[config.mk]
export PLATFORM = sky130hd
export DESIGN_NAME = fp_normalize_pipe
export DESIGN_NICKNAME = d
export VERILOG_FILES = /design/src/rtl/fp_norm_pkg.sv /design/src/rtl/leading_zero_counter.sv /design/src/rtl/fp_normalize_pipe.sv
export SDC_FILE = /design/constraint.sdc
export NUM_CORES = 1
export LEC_CHECK = 0
export CORE_UTILIZATION = 47
export DETAILED_ROUTE_END_ITERATION = 16
export MAX_ROUTING_LAYER = met4
export PLACE_DENSITY = 0.68
export REMOVE_ABC_BUFFERS = 1
export SLEW_MARGIN = 20
export SYNTH_ARGS = -nofsm -noshare
export SYNTH_HDL_FRONTEND = slang
export SYNTH_HIERARCHICAL = 1
export SYNTH_SLANG_ARGS = --single-unit
[constraint.sdc]
create_clock -name clk -period 10.3 [get_ports clk]
set_clock_uncertainty 0.15 [all_clocks]
set_input_delay 2.06 -clock clk [delete_from_list [all_inputs] [get_ports clk]]
set_output_delay 2.06 -clock clk [all_outputs]
set_load 0.05 [all_outputs]
[src/rtl/fp_norm_pkg.sv]
// Shared types and helpers for the post-add normaliser.
// Provides default widths, the exponent saturation value, and the result flag bundle.
package fp_norm_pkg;

    localparam int DEFAULT_MANT_W = 23;
    localparam int DEFAULT_EXP_W  = 8;

    // All-ones biased exponent (infinity/NaN encoding) for a field of width w
    function automatic logic [31:0] exp_all_ones(input int w);
        return (32'd1 << w) - 32'd1;
    endfunction

    typedef struct packed {
        logic zero;
        logic underflow;
        logic overflow;
    } norm_flags_t;

endpackage

[src/rtl/leading_zero_counter.sv]
// Combinational leading-zero counter.
// The count is measured from the MSB and is W when the input is all zero.
module leading_zero_counter #(
    parameter int W = 24
) (
    input  logic [W-1:0]             value,
    output logic [$clog2(W+1)-1:0]   count
);

    localparam int CW = $clog2(W+1);

    // Scan upward so the highest set bit is the last one to write the count
    always_comb begin
        count = CW'(W);
        for (int i = 0; i < W; i++) begin
            if (value[i]) begin
                count = CW'(W - 1 - i);
            end
        end
    end

endmodule

[src/rtl/fp_normalize_pipe.sv]
// Two-stage pipelined normaliser between the significand adder and the result packer.
// Stage 1 captures the raw sum and its leading-zero count; stage 2 shifts and adjusts the exponent.
module fp_normalize_pipe
    import fp_norm_pkg::*;
#(
    parameter int MANT_W = DEFAULT_MANT_W,
    parameter int EXP_W  = DEFAULT_EXP_W
) (
    input  logic              clk,
    input  logic              rst_n,
    input  logic              in_valid,
    output logic              in_ready,
    input  logic              in_sign,
    input  logic [EXP_W-1:0]  in_exp,
    input  logic [MANT_W:0]   in_mant,
    input  logic              in_carry,
    output logic              out_valid,
    input  logic              out_ready,
    output logic              out_sign,
    output logic [EXP_W-1:0]  out_exp,
    output logic [MANT_W-1:0] out_frac,
    output logic              out_zero,
    output logic              out_underflow,
    output logic              out_overflow
);

    localparam int LZ_W = $clog2(MANT_W + 2);
    localparam logic [EXP_W-1:0] EXP_MAX = EXP_W'(exp_all_ones(EXP_W));

    // Handshake: a beat moves across a boundary on a cycle where valid && ready.
    // Stage 2 loads when empty or drained by out_ready; stage 1 loads when empty
    // or when stage 2 is loading. in_ready never looks at in_valid.
    logic s1_valid;
    logic s2_valid;
    logic s1_load;
    logic s2_load;

    assign s2_load   = !s2_valid || out_ready;
    assign s1_load   = !s1_valid || s2_load;
    assign in_ready  = s1_load;
    assign out_valid = s2_valid;

    logic              s1_sign;
    logic [EXP_W-1:0]  s1_exp;
    logic [MANT_W:0]   s1_mant;
    logic              s1_carry;
    logic [LZ_W-1:0]   s1_lz;
    logic [LZ_W-1:0]   in_lz;

    leading_zero_counter #(.W(MANT_W + 1)) u_lzc (
        .value (in_mant),
        .count (in_lz)
    );

    always_ff @(posedge clk or negedge rst_n) begin
        if (!rst_n) begin
            s1_valid <= 1'b0;
        end else if (s1_load) begin
            s1_valid <= in_valid;
        end
    end

    always_ff @(posedge clk) begin
        if (in_valid && in_ready) begin
            s1_sign  <= in_sign;
            s1_exp   <= in_exp;
            s1_mant  <= in_mant;
            s1_carry <= in_carry;
            s1_lz    <= in_lz;
        end
    end

    // Exponent math is one bit wider than the field so it can never wrap
    logic [EXP_W:0] e_ext;
    logic [EXP_W:0] lz_ext;
    logic [EXP_W:0] e_inc;
    logic [EXP_W:0] e_sub;
    logic [EXP_W:0] e_dec;

    assign e_ext  = {1'b0, s1_exp};
    assign lz_ext = (EXP_W + 1)'(s1_lz);
    assign e_inc  = e_ext + 1'b1;
    assign e_sub  = e_ext - lz_ext;
    assign e_dec  = e_ext - 1'b1;

    logic [EXP_W-1:0]  nx_exp;
    logic [MANT_W-1:0] nx_frac;
    norm_flags_t       nx_flags;
    logic [MANT_W:0]   shifted;

    always_comb begin
        nx_exp   = '0;
        nx_frac  = '0;
        nx_flags = '0;
        shifted  = '0;
        if (s1_carry) begin
            if (s1_exp == EXP_MAX || e_inc == {1'b0, EXP_MAX}) begin
                nx_exp            = EXP_MAX;
                nx_flags.overflow = 1'b1;
            end else begin
                nx_exp  = e_inc[EXP_W-1:0];
                nx_frac = s1_mant[MANT_W:1];
            end
        end else if (s1_mant == '0) begin
            nx_flags.zero = 1'b1;
        end else if (e_ext > lz_ext) begin
            shifted = s1_mant << lz_ext;
            nx_frac = shifted[MANT_W-1:0];
            nx_exp  = e_sub[EXP_W-1:0];
        end else if (s1_exp != '0) begin
            // Only enough shift to land on the minimum exponent; result is denormal
            shifted            = s1_mant << e_dec;
            nx_frac            = shifted[MANT_W-1:0];
            nx_flags.underflow = 1'b1;
        end else begin
            nx_frac            = s1_mant[MANT_W-1:0];
            nx_flags.underflow = 1'b1;
        end
    end

    norm_flags_t out_flags;

    always_ff @(posedge clk or negedge rst_n) begin
        if (!rst_n) begin
            s2_valid  <= 1'b0;
            out_sign  <= 1'b0;
            out_exp   <= '0;
            out_frac  <= '0;
            out_flags <= '0;
        end else if (s2_load) begin
            s2_valid <= s1_valid;
            if (s1_valid) begin
                out_sign  <= s1_sign;
                out_exp   <= nx_exp;
                out_frac  <= nx_frac;
                out_flags <= nx_flags;
            end
        end
    end

    assign out_zero      = out_flags.zero;
    assign out_underflow = out_flags.underflow;
    assign out_overflow  = out_flags.overflow;

endmodule

Word-level counts from Yosys, hierarchy flattened
Cells that the tools add are included.
- output and inout port bits: 37
- logic and storage cells: 76
- bits of input ports: 38
- flip-flop bits (word level): 76
- order comparisons: 1
- shift operators: 2
- add/sub/neg operators: 3
- reduce and logical (&&, ||, !) cells: 13
- multiplexer cells: 38
- eq/ne operators: 2
- operators by type and width (cell ; number):
    2-to-1 mux 23 bit ; 5
    2-to-1 mux 4 bit ; 16
    2-to-1 mux 8 bit ; 4
    zero test 24 bit ; 1
    << shifter 24 x 5 -> 23 bit ; 1
    << shifter 24 x 9 -> 23 bit ; 1
    OR reduction 16 bit ; 1
    2-to-1 mux 3 bit ; 4
    adder 8 x 1 -> 9 bit, second input constant ; 1
    == test 9 x 8 -> 1 bit, second input constant ; 1
    subtractor 8 x 1 -> 9 bit, second input constant ; 1
    == test 8 bit, second input constant ; 1
    greater-than comparator 8 x 5 -> 1 bit ; 1
    nonzero test 8 bit ; 1
    OR reduction 8 bit ; 1
    subtractor 8 x 5 -> 8 bit ; 1
    2-to-1 mux 1 bit ; 6
    2-to-1 mux 2 bit ; 3
    OR reduction 4 bit ; 1
    logical OR 1 bit ; 3
    zero test 1 bit ; 2
    AND reduction 2 bit ; 1
    OR reduction 2 bit ; 1
    logical AND 1 bit ; 1

Depth between registers and ports, before layout
- depth after elaboration: 23
- depth in mapped cells: 16
- mapped depth without buffers: 11

Hierarchy
The synthesis kept the hierarchy.
- by module, submodules not included (module ; times used ; area each (µm²) ; cells each):
    fp_normalize_pipe ; 1 ; 6482.5 ; 710
    leading_zero_counter ; 1 ; 265.3 ; 48

Worst setup path before layout
OpenSTA, ideal clock, no wires.
- path type: in2out
- start point: input port out_ready
- end point: output port in_ready
- cell stages on the path: 1
- slack: 5.547 ns
- path buffers: 0
- arrival: 2.543 ns
- cell sequence: nand3b_1
- cells in the longest elaborated chain, start to end: 2
- RTL lines (what ; line ; RTL):
    start: declaration ; fp_normalize_pipe.sv:18 ; input logic out_ready,
    logical OR 1 bit ; fp_normalize_pipe.sv:38 ; assign s2_load = !s2_valid || out_ready;
    logical OR 1 bit ; fp_normalize_pipe.sv:39 ; assign s1_load = !s1_valid || s2_load;
    end: declaration ; fp_normalize_pipe.sv:12 ; output logic in_ready,
No other way between the ends.

Final worst setup path
Ends and elaborated chain as after synthesis.

==> flow_metrics.tcl <==
set metrics [dict create \
    status "complete, no violations" \
    clk_path_buf_depth 2 \
    synth_edf_count 39 \
    dpl.hpwl_mm 16.4 \
    power_frac_comb_pct 37.1 \
    wire_per_inst_um 24.4 \
    p_sw_uw 466 \
    via_count 6492 \
    worst_setup_path_start_kind "input pin" \
    finalHoldViolCount 0 \
    finalSetupViolations 0 \
    final_cell_mix "77 x nand2_1, 73 x clkdlybuf4s50_1, 58 x nor2_1, 47 x o21ai_0, 44 x a21oi_1" \
    drc 0 \
    ctsResizeCount 0 \
    ir_drop_uv 80.4 \
    rrSetupSlack_ns 5.87 \
    ios 75 \
    final.period_utilization_pct 55.1 \
    nets 827 \
    cts.sinks 76 \
    ant_nets 0 \
    layout_commonest_cell "nand2_1" \
    worst_slew_margin_rel_pct 32.7 \
    worstSetupPathType "in2out" \
    drv_slew 0 \
    syn_area_um2 6750 \
    dieArea_um2 14800 \
    maxCapViolCount 0 \
    postCtsSetupBuffers 0 \
    holdWs_ns 0.297 \
    path_max_fanout 3 \
    startpoint "out_ready" \
    ys.flop_type "edfxtp_1" \
    design_area_um2 7750 \
    yosys_warnings 6 \
    critPathCaptureType "output port" \
    htree_levels 3 \
    cts_tree "built" \
    rsz0062_at_grt "no" \
    viasPerCell 6.73 \
    cts_hold_buf 0 \
    rr_startpoint "s1_exp[0]" \
    synth.distinct_cells 75 \
    cts_root_buffer "clkbuf_16" \
    synth_top_area_share_pct 17.4 \
    drt-total-wl_mm 23.5 \
    grt_pass1_wl_mm 35.8 \
    worst_pin_slew_ns 1.01 \
    diodes 0 \
    numCtsBuffers 9 \
    power_density_nw_per_um2 154 \
    drive_above_1_share_pct 11.5 \
    grt_max_degree 40 \
    synthArstFlopShare_pct 48.7 \
    grt_pass1_vias 5891 \
    firstDrtPassIters 5 \
    p_seq_share_pct 35.1 \
    max_freq_mhz 176 \
    post-route-util_pct 55.6 \
    yosys.area.top_type "edfxtp_1" \
    arrival_ns 3.47 \
    rows 43 \
    reg2reg_depth 9 \
    antenna_found_initial 0 \
    grt_usage_pct 34.0 \
    synth.area.top_cells "edfxtp_1 17%, dfrtp_1 14%, mux4_2 7.7%" \
    final.setup.tns_ns 0 \
    crit_required_ns 8.09 \
    ys_seq_area_share_pct 31.1 \
    fp.dieW_um 122 \
    pwr-share-clk_pct 27.8 \
    place_area_um2 7450 \
    syn_avg_cell_area_um2 8.90 \
    synth_seq_cells 76 \
    die-height_um 122 \
    clock_latency_ns 0.35 \
    r2r_end "out_frac[22]" \
    period_minus_slack_ns 5.68 \
    coreArea_um2 13900 \
    internal_power_uw 724 \
    start_util_pct 48.4 \
    area_growth_pct 14.9 \
    numPortBuffers 74 \
    fin_ws_ns 4.62 \
    overflow 0 \
    drtIter0Drc 749 \
    syn_inst 758 \
    cp-endpoint "in_ready" \
    place_ws_ns 4.62 \
    switching_share_pct 39.1 \
    leakagePower_nw 2.86 \
    clk_pin_slew_ns 0.06 \
    routabilityCongestion 0.971 \
    hp-class "reg2reg" \
]
-- power by group through the flow --
stage,clock network (mW),registers [mW],logic [mW]
final,0.330,0.418,0.442
after global routing,0.345,0.423,0.471
after global placement,0,0.420,0.430
after floorplan,0,0.501,0.195
after detailed placement,0,0.422,0.437
after CTS,0.331,0.416,0.438
-- registers in the layout (all words and copies together) (netlist names) --
name and cells:
s1_sign 1, out_underflow 1, out_sign 1, s1_valid 1
s1_exp 8, s1_mant 24, s1_lz 5, out_exp 8
out_frac 23, out_overflow 1, s1_carry 1, out_valid 1
out_zero 1
-- how the worst min path moves through the flow --
stage	depth (start not counted)	slack, ns	startpoint	endpoint
after floorplan	2	0.26	s1_sign	out_sign
after CTS	2	0.31	s1_sign	out_sign
after detailed placement	2	0.29	s1_sign	out_sign
after global placement	2	0.28	s1_sign	out_sign
final	2	0.30	s1_sign	out_sign
after global routing	2	0.33	s1_sign	out_sign
-- logic make-up after synthesis --
logic type / synth area share, %
buffers and inverters: 5.75
AND/OR/NAND/NOR: 20.0
AO/OA/AOI/OAI: 20.7
adder cells (fa/ha/maj): 1.97
multiplexers: 18.3
flip-flops: 31.1
XOR/XNOR: 2.19
-- critical path, cell delays in order --
cell and delay, ns:
clkdlybuf4s50_1 0.46, nand3b_1 0.13, clkdlybuf4s50_1 0.82
-- per-layer routing --
layer	vias to the layer above	GRT usage [%]	part of all wire [%]
li1	2937	-	-
met1	3168	47.1	43
met2	341	47.6	44
met3	46	9.41	10
met4	0	11.0	2.8
met5	-	-	0
-- final cells by class --
cell class | count | area (µm²)
fill | 1266 | 6180
multi-input combinational | 596 | 4280
clock inverter | 4 | 27.5
clock buffer | 12 | 279
timing repair buffer | 82 | 796
sequential | 76 | 2100
tap | 180 | 225
inverter | 14 | 52.6
-- synth_stat cells, drive strengths merged (10+ instances only) --
| cell | instances |
|---|---|
| mux2i | 40 |
| nand3 | 31 |
| xnor2 | 10 |
| a221o | 10 |
| and3 | 11 |
| nand2b | 10 |
| a21oi | 44 |
| nor4 | 13 |
| mux4 | 23 |
| dfrtp | 37 |
| nor3 | 19 |
| a31oi | 13 |
| mux2 | 28 |
| nand2 | 77 |
| inv | 12 |
| nor2b | 11 |
| a221oi | 10 |
| edfxtp | 39 |
| o21ai | 51 |
| nor2 | 58 |
| clkbuf | 41 |
| buf | 31 |
| a211oi | 10 |
-- stage by stage --
step                instances  total power, mW
global route              964             1.24
CTS                       964             1.19
global placement          948            0.851
finish                    964             1.19
floorplan                 686            0.697
detailed placement        948            0.859
Note: power is estimated with default switching activity, not from simulation.
